**src/rtl/sram_req_arbiter_if.sv**
```systemverilog
// sram-like request/response bundle. The master modport drives the
// request fields; the slave modport answers with addr_ok/data_ok/rdata.
interface sram_req_arbiter_if;
  logic        req;
  logic        wr;
  logic [1:0]  size;
  logic [31:0] addr;
  logic [3:0]  wstrb;
  logic [31:0] wdata;
  logic        addr_ok;
  logic        data_ok;
  logic [31:0] rdata;

  modport master (
    output req, wr, size, addr, wstrb, wdata,
    input  addr_ok, data_ok, rdata
  );

  modport slave (
    input  req, wr, size, addr, wstrb, wdata,
    output addr_ok, data_ok, rdata
  );
endinterface

```
**src/rtl/sram_req_arbiter.sv**
```systemverilog
// Two-master (inst/data) to one-slave arbiter for the sram-like bus.
// Tracks up to OUTSTANDING accepted requests in a 1-bit tag FIFO and
// steers each in-order response back to the master that issued it.
module sram_req_arbiter #(
  parameter int unsigned OUTSTANDING = 2,
  parameter int unsigned TAG_AW      = 2
) (
  input  logic                clk,
  input  logic                resetn,
  sram_req_arbiter_if.slave   inst,
  sram_req_arbiter_if.slave   data,
  sram_req_arbiter_if.master  s,
  output logic                err_unexpected
);

  localparam int unsigned CW    = TAG_AW + 1;
  localparam int unsigned DEPTH = 1 << TAG_AW;
  localparam logic [CW-1:0]     COUNT_FULL = CW'(OUTSTANDING);
  localparam logic [TAG_AW-1:0] PTR_LAST   = TAG_AW'(OUTSTANDING - 1);

  // A grant offered but not yet accepted is remembered so it cannot be
  // stolen by the other master raising req in the meantime.
  typedef enum logic [1:0] {
    ST_IDLE,
    ST_HOLD_INST,
    ST_HOLD_DATA
  } hold_e;

  hold_e             state_q, state_d;
  logic [DEPTH-1:0]  tag_q, tag_d;
  logic [TAG_AW-1:0] wr_ptr_q, wr_ptr_d;
  logic [TAG_AW-1:0] rd_ptr_q, rd_ptr_d;
  logic [CW-1:0]     count_q, count_d;
  logic              last_grant_q, last_grant_d;
  logic              err_q, err_d;

  logic gnt_valid, gnt_sel, both, full, accept, has_out, resp, head;

  function automatic logic [TAG_AW-1:0] ptr_inc(input logic [TAG_AW-1:0] p);
    return (p == PTR_LAST) ? '0 : p + 1'b1;
  endfunction

  // Grant selection: hold pending offer, else alternate on conflict.
  // Reset gates the grant so nothing is offered while resetn is low.
  always_comb begin
    gnt_valid = 1'b0;
    gnt_sel   = 1'b0;
    both      = inst.req & data.req;
    full      = (count_q == COUNT_FULL);
    if (resetn && !full) begin
      if (state_q == ST_HOLD_INST && inst.req) begin
        gnt_valid = 1'b1;
        gnt_sel   = 1'b0;
      end else if (state_q == ST_HOLD_DATA && data.req) begin
        gnt_valid = 1'b1;
        gnt_sel   = 1'b1;
      end else if (both) begin
        gnt_valid = 1'b1;
        gnt_sel   = ~last_grant_q;
      end else if (data.req) begin
        gnt_valid = 1'b1;
        gnt_sel   = 1'b1;
      end else if (inst.req) begin
        gnt_valid = 1'b1;
        gnt_sel   = 1'b0;
      end
    end
  end

  assign s.req   = gnt_valid;
  assign s.wr    = gnt_sel ? data.wr    : inst.wr;
  assign s.size  = gnt_sel ? data.size  : inst.size;
  assign s.addr  = gnt_sel ? data.addr  : inst.addr;
  assign s.wstrb = gnt_sel ? data.wstrb : inst.wstrb;
  assign s.wdata = gnt_sel ? data.wdata : inst.wdata;

  assign accept  = gnt_valid & s.addr_ok;
  assign has_out = (count_q != '0);
  assign resp    = resetn & s.data_ok & has_out;
  assign head    = tag_q[rd_ptr_q];

  assign inst.addr_ok = accept & ~gnt_sel;
  assign data.addr_ok = accept &  gnt_sel;
  assign inst.data_ok = resp & ~head;
  assign data.data_ok = resp &  head;
  assign inst.rdata   = inst.data_ok ? s.rdata : '0;
  assign data.rdata   = data.data_ok ? s.rdata : '0;

  assign err_unexpected = err_q;

  // Next-state: tag FIFO push/pop, conflict history, hold state, error flag.
  always_comb begin
    tag_d        = tag_q;
    wr_ptr_d     = wr_ptr_q;
    rd_ptr_d     = rd_ptr_q;
    count_d      = count_q;
    last_grant_d = last_grant_q;
    err_d        = err_q | (s.data_ok & ~has_out);
    state_d      = ST_IDLE;
    if (accept) begin
      tag_d[wr_ptr_q] = gnt_sel;
      wr_ptr_d        = ptr_inc(wr_ptr_q);
      if (both) last_grant_d = gnt_sel;
    end
    if (resp) rd_ptr_d = ptr_inc(rd_ptr_q);
    case ({accept, resp})
      2'b10:   count_d = count_q + 1'b1;
      2'b01:   count_d = count_q - 1'b1;
      default: count_d = count_q;
    endcase
    if (gnt_valid && !s.addr_ok) state_d = gnt_sel ? ST_HOLD_DATA : ST_HOLD_INST;
  end

  // State registers, cleared asynchronously.
  always_ff @(posedge clk or negedge resetn) begin
    if (!resetn) begin
      state_q      <= ST_IDLE;
      tag_q        <= '0;
      wr_ptr_q     <= '0;
      rd_ptr_q     <= '0;
      count_q      <= '0;
      last_grant_q <= 1'b0;
      err_q        <= 1'b0;
    end else begin
      state_q      <= state_d;
      tag_q        <= tag_d;
      wr_ptr_q     <= wr_ptr_d;
      rd_ptr_q     <= rd_ptr_d;
      count_q      <= count_d;
      last_grant_q <= last_grant_d;
      err_q        <= err_d;
    end
  end

endmodule

```
**src/flat_wrapper.sv**
```systemverilog
// flat-port wrapper written by rule: the top's interface ports become plain ports
module sram_req_arbiter_flat 
#(
  parameter int unsigned OUTSTANDING = 2,
  parameter int unsigned TAG_AW      = 2
)
  (clk, resetn, err_unexpected, inst_req, inst_wr, inst_size, inst_addr, inst_wstrb, inst_wdata, inst_addr_ok, inst_data_ok, inst_rdata, data_req, data_wr, data_size, data_addr, data_wstrb, data_wdata, data_addr_ok, data_data_ok, data_rdata, s_req, s_wr, s_size, s_addr, s_wstrb, s_wdata, s_addr_ok, s_data_ok, s_rdata);
  sram_req_arbiter_if inst_i ();
  sram_req_arbiter_if data_i ();
  sram_req_arbiter_if s_i ();
  input  logic clk;
  input  logic resetn;
  output logic err_unexpected;
  input wire logic [$bits(inst_i.req)-1:0] inst_req;
  input wire logic [$bits(inst_i.wr)-1:0] inst_wr;
  input wire logic [$bits(inst_i.size)-1:0] inst_size;
  input wire logic [$bits(inst_i.addr)-1:0] inst_addr;
  input wire logic [$bits(inst_i.wstrb)-1:0] inst_wstrb;
  input wire logic [$bits(inst_i.wdata)-1:0] inst_wdata;
  output wire logic [$bits(inst_i.addr_ok)-1:0] inst_addr_ok;
  output wire logic [$bits(inst_i.data_ok)-1:0] inst_data_ok;
  output wire logic [$bits(inst_i.rdata)-1:0] inst_rdata;
  input wire logic [$bits(data_i.req)-1:0] data_req;
  input wire logic [$bits(data_i.wr)-1:0] data_wr;
  input wire logic [$bits(data_i.size)-1:0] data_size;
  input wire logic [$bits(data_i.addr)-1:0] data_addr;
  input wire logic [$bits(data_i.wstrb)-1:0] data_wstrb;
  input wire logic [$bits(data_i.wdata)-1:0] data_wdata;
  output wire logic [$bits(data_i.addr_ok)-1:0] data_addr_ok;
  output wire logic [$bits(data_i.data_ok)-1:0] data_data_ok;
  output wire logic [$bits(data_i.rdata)-1:0] data_rdata;
  output wire logic [$bits(s_i.req)-1:0] s_req;
  output wire logic [$bits(s_i.wr)-1:0] s_wr;
  output wire logic [$bits(s_i.size)-1:0] s_size;
  output wire logic [$bits(s_i.addr)-1:0] s_addr;
  output wire logic [$bits(s_i.wstrb)-1:0] s_wstrb;
  output wire logic [$bits(s_i.wdata)-1:0] s_wdata;
  input wire logic [$bits(s_i.addr_ok)-1:0] s_addr_ok;
  input wire logic [$bits(s_i.data_ok)-1:0] s_data_ok;
  input wire logic [$bits(s_i.rdata)-1:0] s_rdata;
  assign inst_i.req = inst_req;
  assign inst_i.wr = inst_wr;
  assign inst_i.size = inst_size;
  assign inst_i.addr = inst_addr;
  assign inst_i.wstrb = inst_wstrb;
  assign inst_i.wdata = inst_wdata;
  assign inst_addr_ok = inst_i.addr_ok;
  assign inst_data_ok = inst_i.data_ok;
  assign inst_rdata = inst_i.rdata;
  assign data_i.req = data_req;
  assign data_i.wr = data_wr;
  assign data_i.size = data_size;
  assign data_i.addr = data_addr;
  assign data_i.wstrb = data_wstrb;
  assign data_i.wdata = data_wdata;
  assign data_addr_ok = data_i.addr_ok;
  assign data_data_ok = data_i.data_ok;
  assign data_rdata = data_i.rdata;
  assign s_req = s_i.req;
  assign s_wr = s_i.wr;
  assign s_size = s_i.size;
  assign s_addr = s_i.addr;
  assign s_wstrb = s_i.wstrb;
  assign s_wdata = s_i.wdata;
  assign s_i.addr_ok = s_addr_ok;
  assign s_i.data_ok = s_data_ok;
  assign s_i.rdata = s_rdata;
  sram_req_arbiter #(.OUTSTANDING(OUTSTANDING), .TAG_AW(TAG_AW)) u_core (.clk(clk), .resetn(resetn), .inst(inst_i), .data(data_i), .s(s_i), .err_unexpected(err_unexpected));
endmodule
```
**config.mk**
```make
export PLATFORM = sky130hd
export DESIGN_NAME = sram_req_arbiter_flat
export DESIGN_NICKNAME = d
export VERILOG_FILES = /design/src/rtl/sram_req_arbiter_if.sv /design/src/rtl/sram_req_arbiter.sv /design/src/flat_wrapper.sv
export SDC_FILE = /design/constraint.sdc
export NUM_CORES = 1
export LEC_CHECK = 0
export ABC_AREA = 1
export BUFFER_PORTS_ARGS = -buffer_cell sky130_fd_sc_hd__buf_2
export CAP_MARGIN = 20
export CORE_AREA = 2 2 125 127
export CTS_BUF_LIST = sky130_fd_sc_hd__clkbuf_2 sky130_fd_sc_hd__clkbuf_4 sky130_fd_sc_hd__clkbuf_8
export CTS_CLUSTER_DIAMETER = 150
export DETAILED_ROUTE_END_ITERATION = 6
export DIE_AREA = 0 0 127 129
export GPL_TIMING_DRIVEN = 0
export PLACE_DENSITY = 0.56
export SLEW_MARGIN = 20
export SYNTH_ARGS = -nofsm -noshare
export SYNTH_HDL_FRONTEND = slang
export SYNTH_SLANG_ARGS = --single-unit
```
**constraint.sdc**
```tcl
create_clock -name clk -period 2.6 [get_ports clk]
set_input_delay 0.13 -clock clk [delete_from_list [all_inputs] [get_ports clk]]
set_output_delay 0.13 -clock clk [all_outputs]
set_load 0.1 [all_outputs]
```
==> results of run 1 <==
## power groups by stage
stage | combinational [mW] | sequential (mW) | clock, mW
2_1_floorplan | 2.64 | 0.379 | 0
3_3_place_gp | 3.21 | 0.371 | 0
3_5_place_dp | 3.21 | 0.373 | 0
4_1_cts | 3.22 | 0.369 | 0.204
5_1_grt | 3.35 | 0.382 | 0.218
6_report | 3.20 | 0.369 | 0.198
## state kept, by name (all words and copies together) (netlist names)
register,count
u_core.state_q,2
u_core.tag_q,4
u_core.last_grant_q,1
u_core.wr_ptr_q,2
u_core.count_q,3
u_core.err_unexpected,1
u_core.rd_ptr_q,2
## stage by stage
| step | hold WS (ps) | worst slack (ps) | instance area (sq um) | utilization (%) |
|---|---|---|---|---|
| finish | 131 | 277 | 3970 | 26.5 |
| global route | 157 | 64.9 | 3970 | 26.5 |
| CTS | 130 | 217 | 3970 | 26.5 |
| detailed placement | 82.1 | 374 | 3910 | 26.1 |
| global placement | 84.7 | 428 | 3910 | 26.1 |
| floorplan | -166 | 182 | 2070 | - |
## layer usage
layer	global-route usage (%)	wire length [um]	vias to the layer above
li1	-	-	1892
met1	12.9	4130	1447
met2	21.5	5210	198
met3	1.25	793	4
met4	1.16	38	0
met5	0	0	-
## how the worst max path moves through the flow
stage | from | cells past startpoint | to | slack (ps)
final | u_core.count_q[0] | 9 | s_wdata[25] | 280
after global routing | u_core.count_q[0] | 9 | s_wdata[25] | 60
after CTS | u_core.count_q[0] | 9 | s_wdata[25] | 220
after detailed placement | u_core.count_q[0] | 10 | u_core.count_q[2] | 370
after global placement | u_core.count_q[0] | 10 | u_core.count_q[2] | 430
after floorplan | u_core.count_q[0] | 7 | data_rdata[22] | 180
## placed cells by master (no fill, tap or decap), drive strengths merged
cell type and instances:
nand2 235, and3 1, o21ai 5, nor2 78, ha 1, nand3 5, nand4 1, buf 341
inv 53, a21oi 4, dlygate4sd3 1, clkbuf 5, xnor2 2, xor2 2, dfrtp 15, fa 1
o21bai 5
## tightest hold or removal path, delay by kind of cell
family                 cells  cell delay, ps
AOI/OAI and AO/OA          1              60
buffers and inverters      2             140
## final cells by class
cell class                      count  area (sq um)  area share [%]
Clock buffer                        4          48.8            1.23
Tap cell                          188           235            5.93
Timing Repair Buffer              321          1610            40.6
Sequential cell                    15           375            9.47
Multi-Input combinational cell    340          1380            34.7
Inverter                           53           199            5.02
Buffer                             22           120            3.03
## logic make-up (layout without fill, tap and decap cells)
logic type / Yosys count / count (layout) / share of synthesized area (%)
buf+inv: 75 / 400 / 15.4
compound gates: 14 / 14 / 3.99
simple gates: 320 / 320 / 59.2
xor+xnor: 4 / 4 / 1.69
fa+ha+maj: 2 / 2 / 1.57
flops: 15 / 15 / 18.1
## what timing repair did
action	4_1_cts	5_1_grt
hold buffers	1	0
resized for setup	0	0
endpoints found under the setup margin	0	0
endpoints found under the hold margin	15	0
==> run_results.csv, run 1 <==
group,metric,value,unit
timing,skew,4.00,ps
critical_path,worstReg2RegStart,"u_core.count_q[0]",
timing,setup_violations,0,
synthesis,yosysSeqAreaShare,18.1,%
worst_hold_path,holdPathStages,3,
critical_path,start_kind,"flop",
pwr,internal_power,0.945,mW
floorplanning,rows,45,
layout,nets,938,
critical_path,crit_arrival,2190,ps
pwr,p_seq_share,9.8,%
layout,num-fill-cells,1763,
worst_hold_path,min_path_type,"primary input to flop",
critical_path,worstPathRequired,2470,ps
layout,layout.cells.non_filler,943,
cts,insertion_delay,250,ps
critical_path,critPathMaxFanout,10,
cts,post-cts-setup-buffers,0,
critical_path,ff2ff_path_depth,10,
synthesis,synth_edf_count,0,
synthesis,yosys-top-cells-area,"nand2_1 (43%), dfrtp_1 (18%), nor2_1 (14%)",
job,cap_violations,0,
global_routing,grt_pass1_vias,3130,
timing,min_period,2320,ps
synthesis,syn-mean-instance-area,4.81,sq um
cts,cts.sinks,15,
global_routing,grt_use_total,10.9,%
layout,num_antenna_cells,0,
synthesis,yosysWarnings,0,
timing,rsz0062_at_grt,"false",
synthesis,synthesis.area,2070,sq um
status,status,"complete, no violations",
pwr,finalPower,3.77,mW
drt,post_drt_wl_per_cell,10.8,um
timing,max_slew_margin,53.7,%
drt,routed_wl,10200,um
floorplanning,dieArea,16400,sq um
floorplanning,coreArea,15000,sq um
pwr,clkPwrFrac,5.3,%
layout,synthToLayoutAreaGrowth,91.6,%
drt,drc,0,
synthesis,yosys_register_bits,15,
drt,ant_nets,0,
critical_path,crit_family,"buffers and inverters",
global_routing,grt.overflow.total,0,
critical_path,criticalPathCategory,"flop to primary output",
floorplanning,die_y,129,um
placement,portBuffers,320,
cts,cts_tree,"built",
pwr,power.switching,2.82,mW
synthesis,ys.flop_type,"dfrtp_1",
pwr,switching_share,74.9,%
global_routing,grt_pass1_wl,14700,um
synthesis,synth_nets,612,
cts,root_buffer,"clkbuf_8",
synthesis,postSynthCellCount,430,
drt,first_pass_iters,4,
timing,final-hold-violation-count,0,
critical_path,cpPeakStageDelay,430,ps
synthesis,synth_most_common_cell,"nand2_1",
worst_hold_path,worst_hold_startpoint,"s_data_ok",
placement,globalplace.congestion,0.748,
timing,fmax,431,MHz
critical_path,end_kind,"primary output",
timing,maxSlewViolCount,0,
timing,finalSetupTns,0,ps
critical_path,crit_chain,"inv_2 -> nand3_1 -> nand3_2 -> nor2_4 -> inv_2 -> clkbuf_1 -> nand2_1 -> nand2_1 -> buf_2",
synthesis,synth_cell_types,21,
timing,period_share,89.3,%
pwr,irDropWorstVdd,333,uV
global_routing,grt_max_degree,16,
drt,viasPerCell,3.76,
synthesis,synth_top_area_cell,"nand2_1",
critical_path,r2r_slack,380,ps
placement,place_inst,938,
pwr,power_density,950,nW/um^2
critical_path,cpMaxStageDelayCell,"buf_2",
synthesis,synth_top_area_share,42.6,%
cts,htree_levels,1,
synthesis,synth_commonest_cells,"nand2_1 (235), nor2_1 (77), inv_1 (49)",
drt,vias,3541,
worst_hold_path,min_to,"u_core.err_unexpected",
pwr,pwr-share-comb,84.9,%
pwr,cellLeakagePower,2.82,nW
floorplanning,ioPinCount,321,
synthesis,synthArstFlopShare,100,%
placement,dpl.hpwl,8990,um
drt,drtIter0Drc,80,
critical_path,cp_num_buf_inv,4,
timing,worstMarginPinSlew,692,ps
floorplanning,fp.dieW,127,um
cts,cts_buffers,3,
cts,cts_buffer_depth,2,
floorplanning,initial_core_util,13.8,%
global_routing,antenna_found_initial,0,
critical_path,r2r-end,"u_core.count_q[2]",
cts,clk_pin_slew,60,ps
layout,layout-drive-gt1-share,46.5,%
(Power assumes the default switching activity.)
==> run 2: changes to the inputs <==
--- a/config.mk
+++ b/config.mk
@@ -12,9 +12,10 @@
 export CTS_BUF_LIST = sky130_fd_sc_hd__clkbuf_2 sky130_fd_sc_hd__clkbuf_4 sky130_fd_sc_hd__clkbuf_8
 export CTS_CLUSTER_DIAMETER = 150
+export CTS_CLUSTER_SIZE = 16
 export DETAILED_ROUTE_END_ITERATION = 6
 export DIE_AREA = 0 0 127 129
 export GPL_TIMING_DRIVEN = 0
 export PLACE_DENSITY = 0.56
-export SLEW_MARGIN = 20
+export SLEW_MARGIN = 30
 export SYNTH_ARGS = -nofsm -noshare
 export SYNTH_HDL_FRONTEND = slang
==> constraint.sdc (replaced) <==
create_clock -name clk -period 2.6 [get_ports clk]
set_input_delay 0.52 -clock clk [delete_from_list [all_inputs] [get_ports clk]]
set_output_delay 0.52 -clock clk [all_outputs]
set_load 0.1 [all_outputs]
==> run_results.csv, run 2 (synthesis results as in run 1) <==
group,metric,value,unit
critical_path,crit_family,"buffers and inverters",
global_routing,antenna_found_initial,0,
cts,cts_buffer_depth,2,
timing,worstMarginPinSlew,502,ps
timing,min_period,2530,ps
placement,globalplace.congestion,0.794,
floorplanning,fp.dieW,127,um
cts,cts_buffers,3,
pwr,cellLeakagePower,2.96,nW
drt,viasPerCell,3.90,
status,status,"complete, no violations",
placement,portBuffers,320,
layout,num_antenna_cells,0,
global_routing,grt.overflow.total,0,
critical_path,r2r-end,"u_core.count_q[2]",
floorplanning,dieArea,16400,sq um
global_routing,grt_use_met1,13.0,%
global_routing,grt_busiest_layer,"met2",
critical_path,cp_num_buf_inv,4,
drt,post_drt_wl_per_cell,11.9,um
cts,hold_buffers,0,
cts,htree_levels,1,
critical_path,critPathMaxFanout,19,
cts,cts_tree,"built",
critical_path,worstReg2RegStart,"u_core.count_q[0]",
worst_hold_path,min_path_type,"primary input to async pin",
timing,final-hold-violation-count,0,
global_routing,grt_pass1_wl,15300,um
drt,vias,3673,
layout,final_common_cell,"nand2_1",
layout,synthToLayoutAreaGrowth,130,%
layout,reg_top3,"u_core.tag_q x4, u_core.count_q x3",
critical_path,cpMaxStageDelayCell,"buf_2",
critical_path,cpPeakStageDelay,270,ps
global_routing,gr-usage-met2,22.4,%
critical_path,worstPathRequired,2080,ps
critical_path,end_kind,"primary output",
layout,layout.cells.non_filler,943,
timing,maxSlewViolCount,0,
timing,fin_ws,68.1,ps
placement,place_inst,938,
layout,nets,938,
layout,layout-drive-gt1-share,51.4,%
pwr,finalPower,4.16,mW
critical_path,ff2ff_path_depth,10,
drt,drtIter0Drc,104,
timing,rsz0062_at_grt,"true",
timing,skew,2.77,ps
drt,ant_nets,0,
cts,clk_pin_slew,60,ps
global_routing,grt_max_degree,20,
timing,fmax,395,MHz
critical_path,criticalPathCategory,"primary input to primary output",
drt,first_pass_iters,4,
global_routing,met3_usage,1.91,%
drt,drc,0,
critical_path,crit_arrival,2010,ps
layout,largest_register_ffs,4,
layout,largest-register,"u_core.tag_q",
global_routing,grt_pass1_vias,3210,
floorplanning,coreArea,15000,sq um
critical_path,cpMostUsedCell,"nand3_1",
placement,dpl.hpwl,9340,um
floorplanning,rows,45,
floorplanning,die_y,129,um
layout,final_cell_mix,"nand2_1 (235), buf_2 (201), buf_6 (90)",
timing,max_slew_margin,66.8,%
placement,dp_slack,-335,ps
cts,insertion_delay,240,ps
floorplanning,initial_core_util,13.8,%
floorplanning,ioPinCount,321,
layout,fin_util,31.8,%
pwr,power_density,873,nW/um^2
critical_path,r2r_slack,370,ps
job,cap_violations,0,
critical_path,crit_chain,"buf_4 -> nand3_1 -> inv_2 -> nand3_1 -> buf_2 -> nor2_1 -> buf_6",
cts,cts.sinks,15,
cts,root_buffer,"clkbuf_8",
drt,routed_wl,11200,um
timing,setup_violations,0,
critical_path,start_kind,"primary input",
pwr,irDropWorstVdd,357,uV
global_routing,grt_use_total,11.3,%
timing,period_share,97.4,%
[run 2: cell count changes in the layout (fill, tap and decap cells not counted), moves of 2 or more]
cell / previous run / this run
buf_4: 2 / 41
nor2_2: 0 / 35
clkbuf_4: 1 / 9
buf_6: 1 / 90
nor2_1: 77 / 42
buf_8: 0 / 2
buf_2: 338 / 201
[run 2: final cells by class]
type | count | area, sq um
Fill cell | 1630 | 10200
Inverter | 53 | 201
Buffer | 22 | 144
Multi-Input combinational cell | 340 | 1460
Clock buffer | 4 | 48.8
Tap cell | 188 | 235
Timing Repair Buffer | 321 | 2290
Sequential cell | 15 | 375
[run 2: worst max-delay path by stage]
stage | slack, ps | endpoint | cells after the start | startpoint
after floorplan | -230 | data_rdata[22] | 5 | s_data_ok
after global placement | -300 | data_rdata[15] | 7 | resetn
after detailed placement | -340 | data_rdata[15] | 7 | resetn
after CTS | 0.9 | data_rdata[6] | 7 | resetn
after global routing | -70 | data_rdata[6] | 8 | u_core.count_q[1]
final | 70 | data_rdata[7] | 7 | resetn
[run 2: power by group]
group          switching, mW  leakage [nW]  total (mW)  internal [mW]
Sequential            0.0505         0.184       0.368          0.318
Combinational           2.79          2.75        3.60          0.807
Clock                 0.0747        0.0262       0.193          0.119
Total                   2.92          2.96        4.16           1.24
[run 2: per-stage QoR]
| stage | hold slack, ps | setup TNS [ps] | area (sq um) |
|---|---|---|---|
| CTS | 136 | 0 | 4310 |
| detailed placement | 472 | -22950 | 3990 |
| global placement | 460 | -20360 | 3990 |
| floorplan | 224 | -6760 | 2150 |
| global route | 142 | -668 | 4760 |
| finish | 136 | 0 | 4760 |
[run 2: repair_timing]
item / CTS / global route
resized for setup: 109 / 151
pin swaps: 0 / 1
endpoints found under the hold margin: 0 / 0
buffers inserted: 0 / 1
endpoints found under the setup margin: 133 / 131
[run 2: per-layer routing]
metal	share of wire (%)	up-vias
met1	38	1548
met4	1.2	0
met5	0	-
met2	52	220
met3	8.8	8
li1	-	1897
==> run 3: changes to the inputs <==
CTS_BUF_LIST = sky130_fd_sc_hd__clkbuf_4 sky130_fd_sc_hd__clkbuf_8 sky130_fd_sc_hd__clkbuf_16   (was sky130_fd_sc_hd__clkbuf_2 sky130_fd_sc_hd__clkbuf_4 sky130_fd_sc_hd__clkbuf_8)
==> run_results.csv, run 3 (synthesis results as in run 1) <==
group,metric,value,unit
status,status,"complete, no violations",
cts,cts_buffers,3,
critical_path,crit_chain,"buf_4 -> nand3_1 -> inv_2 -> nand3_1 -> buf_2 -> nor2_1 -> buf_6",
cts,root_buffer,"clkbuf_16",
floorplanning,initial_core_util,13.8,%
pwr,cellLeakagePower,2.96,nW
drt,first_pass_iters,4,
drt,post_drt_wl_per_cell,11.8,um
critical_path,ff2ff_path_depth,10,
timing,worstMarginPinSlew,502,ps
timing,final-hold-violation-count,0,
timing,setup_violations,0,
floorplanning,dieArea,16400,sq um
pwr,power_density,895,nW/um^2
cts,hold_buffers,0,
timing,skew,1.21,ps
placement,dp_slack,-335,ps
critical_path,criticalPathCategory,"primary input to primary output",
timing,period_share,97.2,%
critical_path,end_kind,"primary output",
layout,reg_top3,"u_core.tag_q x4, u_core.count_q x3",
critical_path,crit_arrival,2010,ps
floorplanning,fp.dieW,127,um
timing,rsz0062_at_grt,"true",
layout,design_area,4740,sq um
cts,cts.sinks,15,
global_routing,antenna_found_initial,0,
global_routing,grt_max_degree,20,
placement,dpl.hpwl,9340,um
cts,insertion_delay,240,ps
drt,drtIter0Drc,110,
drt,vias,3677,
global_routing,grt_use_total,11.3,%
timing,maxSlewViolCount,0,
critical_path,start_kind,"primary input",
layout,final_cell_mix,"nand2_1 (235), buf_2 (200), buf_6 (82)",
global_routing,grt.overflow.total,0,
placement,portBuffers,320,
cts,htree_levels,1,
drt,viasPerCell,3.90,
critical_path,critPathMaxFanout,19,
layout,synthToLayoutAreaGrowth,129,%
cts,cts_tree,"built",
global_routing,grt_pass1_wl,15300,um
floorplanning,die_y,129,um
critical_path,cpMaxStageDelayCell,"buf_2",
drt,ant_nets,0,
layout,layout-drive-gt1-share,51.3,%
cts,cts_buffer_depth,2,
layout,final_common_cell,"nand2_1",
critical_path,worstPathRequired,2080,ps
timing,max_slew_margin,66.8,%
timing,fmax,396,MHz
pwr,irDropWorstVdd,360,uV
layout,layout.cells.non_filler,942,
timing,min_period,2530,ps
critical_path,cpPeakStageDelay,270,ps
layout,num_antenna_cells,0,
global_routing,grt_pass1_vias,3205,
cts,clk_pin_slew,50,ps
placement,place_inst,938,
placement,globalplace.congestion,0.794,
worst_hold_path,min_path_type,"primary input to async pin",
drt,drc,0,
floorplanning,ioPinCount,321,
job,cap_violations,0,
floorplanning,rows,45,
placement,dpl_cell_area,3990,sq um
drt,routed_wl,11100,um
layout,nets,937,
layout,fin_util,31.6,%
cts,post-cts-setup-buffers,0,
critical_path,cpMostUsedCell,"nand3_1",
timing,fin_ws,72.1,ps
floorplanning,coreArea,15000,sq um
layout,largest-register,"u_core.tag_q",
layout,largest_register_ffs,4,
-- run 3: area by class of cell --
| cell class | instances | area (sq um) |
|---|---|---|
| Fill cell | 1637 | 10200 |
| Timing Repair Buffer | 320 | 2240 |
| Multi-Input combinational cell | 340 | 1460 |
| Sequential cell | 15 | 375 |
| Tap cell | 188 | 235 |
| Inverter | 53 | 199 |
| Buffer | 22 | 145 |
| Clock buffer | 4 | 82.6 |
-- run 3: path summary, 6_finish.rpt --
| check | from | end | slack [ps] |
|---|---|---|---|
| worst max register to register | u_core.count_q[0] | u_core.count_q[2] | 370 |
| max in group asynchronous | resetn | u_core.err_unexpected | 2260 |
| worst max-delay path | resetn | data_rdata[7] | 70 |
| min in group clk | u_core.err_unexpected | u_core.err_unexpected | 490 |
| worst min-delay path | resetn | u_core.state_q[0] | 140 |
| worst min register to register | u_core.err_unexpected | u_core.err_unexpected | 490 |
-- run 3: where the power goes --
group	leakage (nW)	switching, mW	internal, mW	total (mW)
Clock	0.0416	0.0837	0.217	0.301
Combinational	2.73	2.78	0.784	3.57
Sequential	0.184	0.0508	0.318	0.369
Total	2.96	2.92	1.32	4.24
-- run 3: worst max-delay path: cells and delay by family --
family	cells	cell delay (ps)
buf+inv	4	880
simple gates	3	590
-- run 3: routing by layer --
metal  vias up  global-route usage, %  wire, um
li1       1897                      -         -
met1      1548                   12.9      4260
met2       224                   22.5      5790
met3         8                   1.91       961
met4         0                   1.68       134
met5         -                      0         0
-- run 3: metrics by stage --
step	TNS, ps	hold WS (ps)	power [mW]
floorplan	-6760	224	3.06
global placement	-20360	460	3.63
detailed placement	-22950	472	3.63
CTS	0	143	4.07
global route	-466	152	4.42
finish	0	142	4.24
-- run 3: timing repair --
item	4_1_cts	5_1_grt
gates resized for setup	100	156
endpoints found under the hold margin	0	0
pin swaps	0	1
endpoints found under the setup margin	133	126
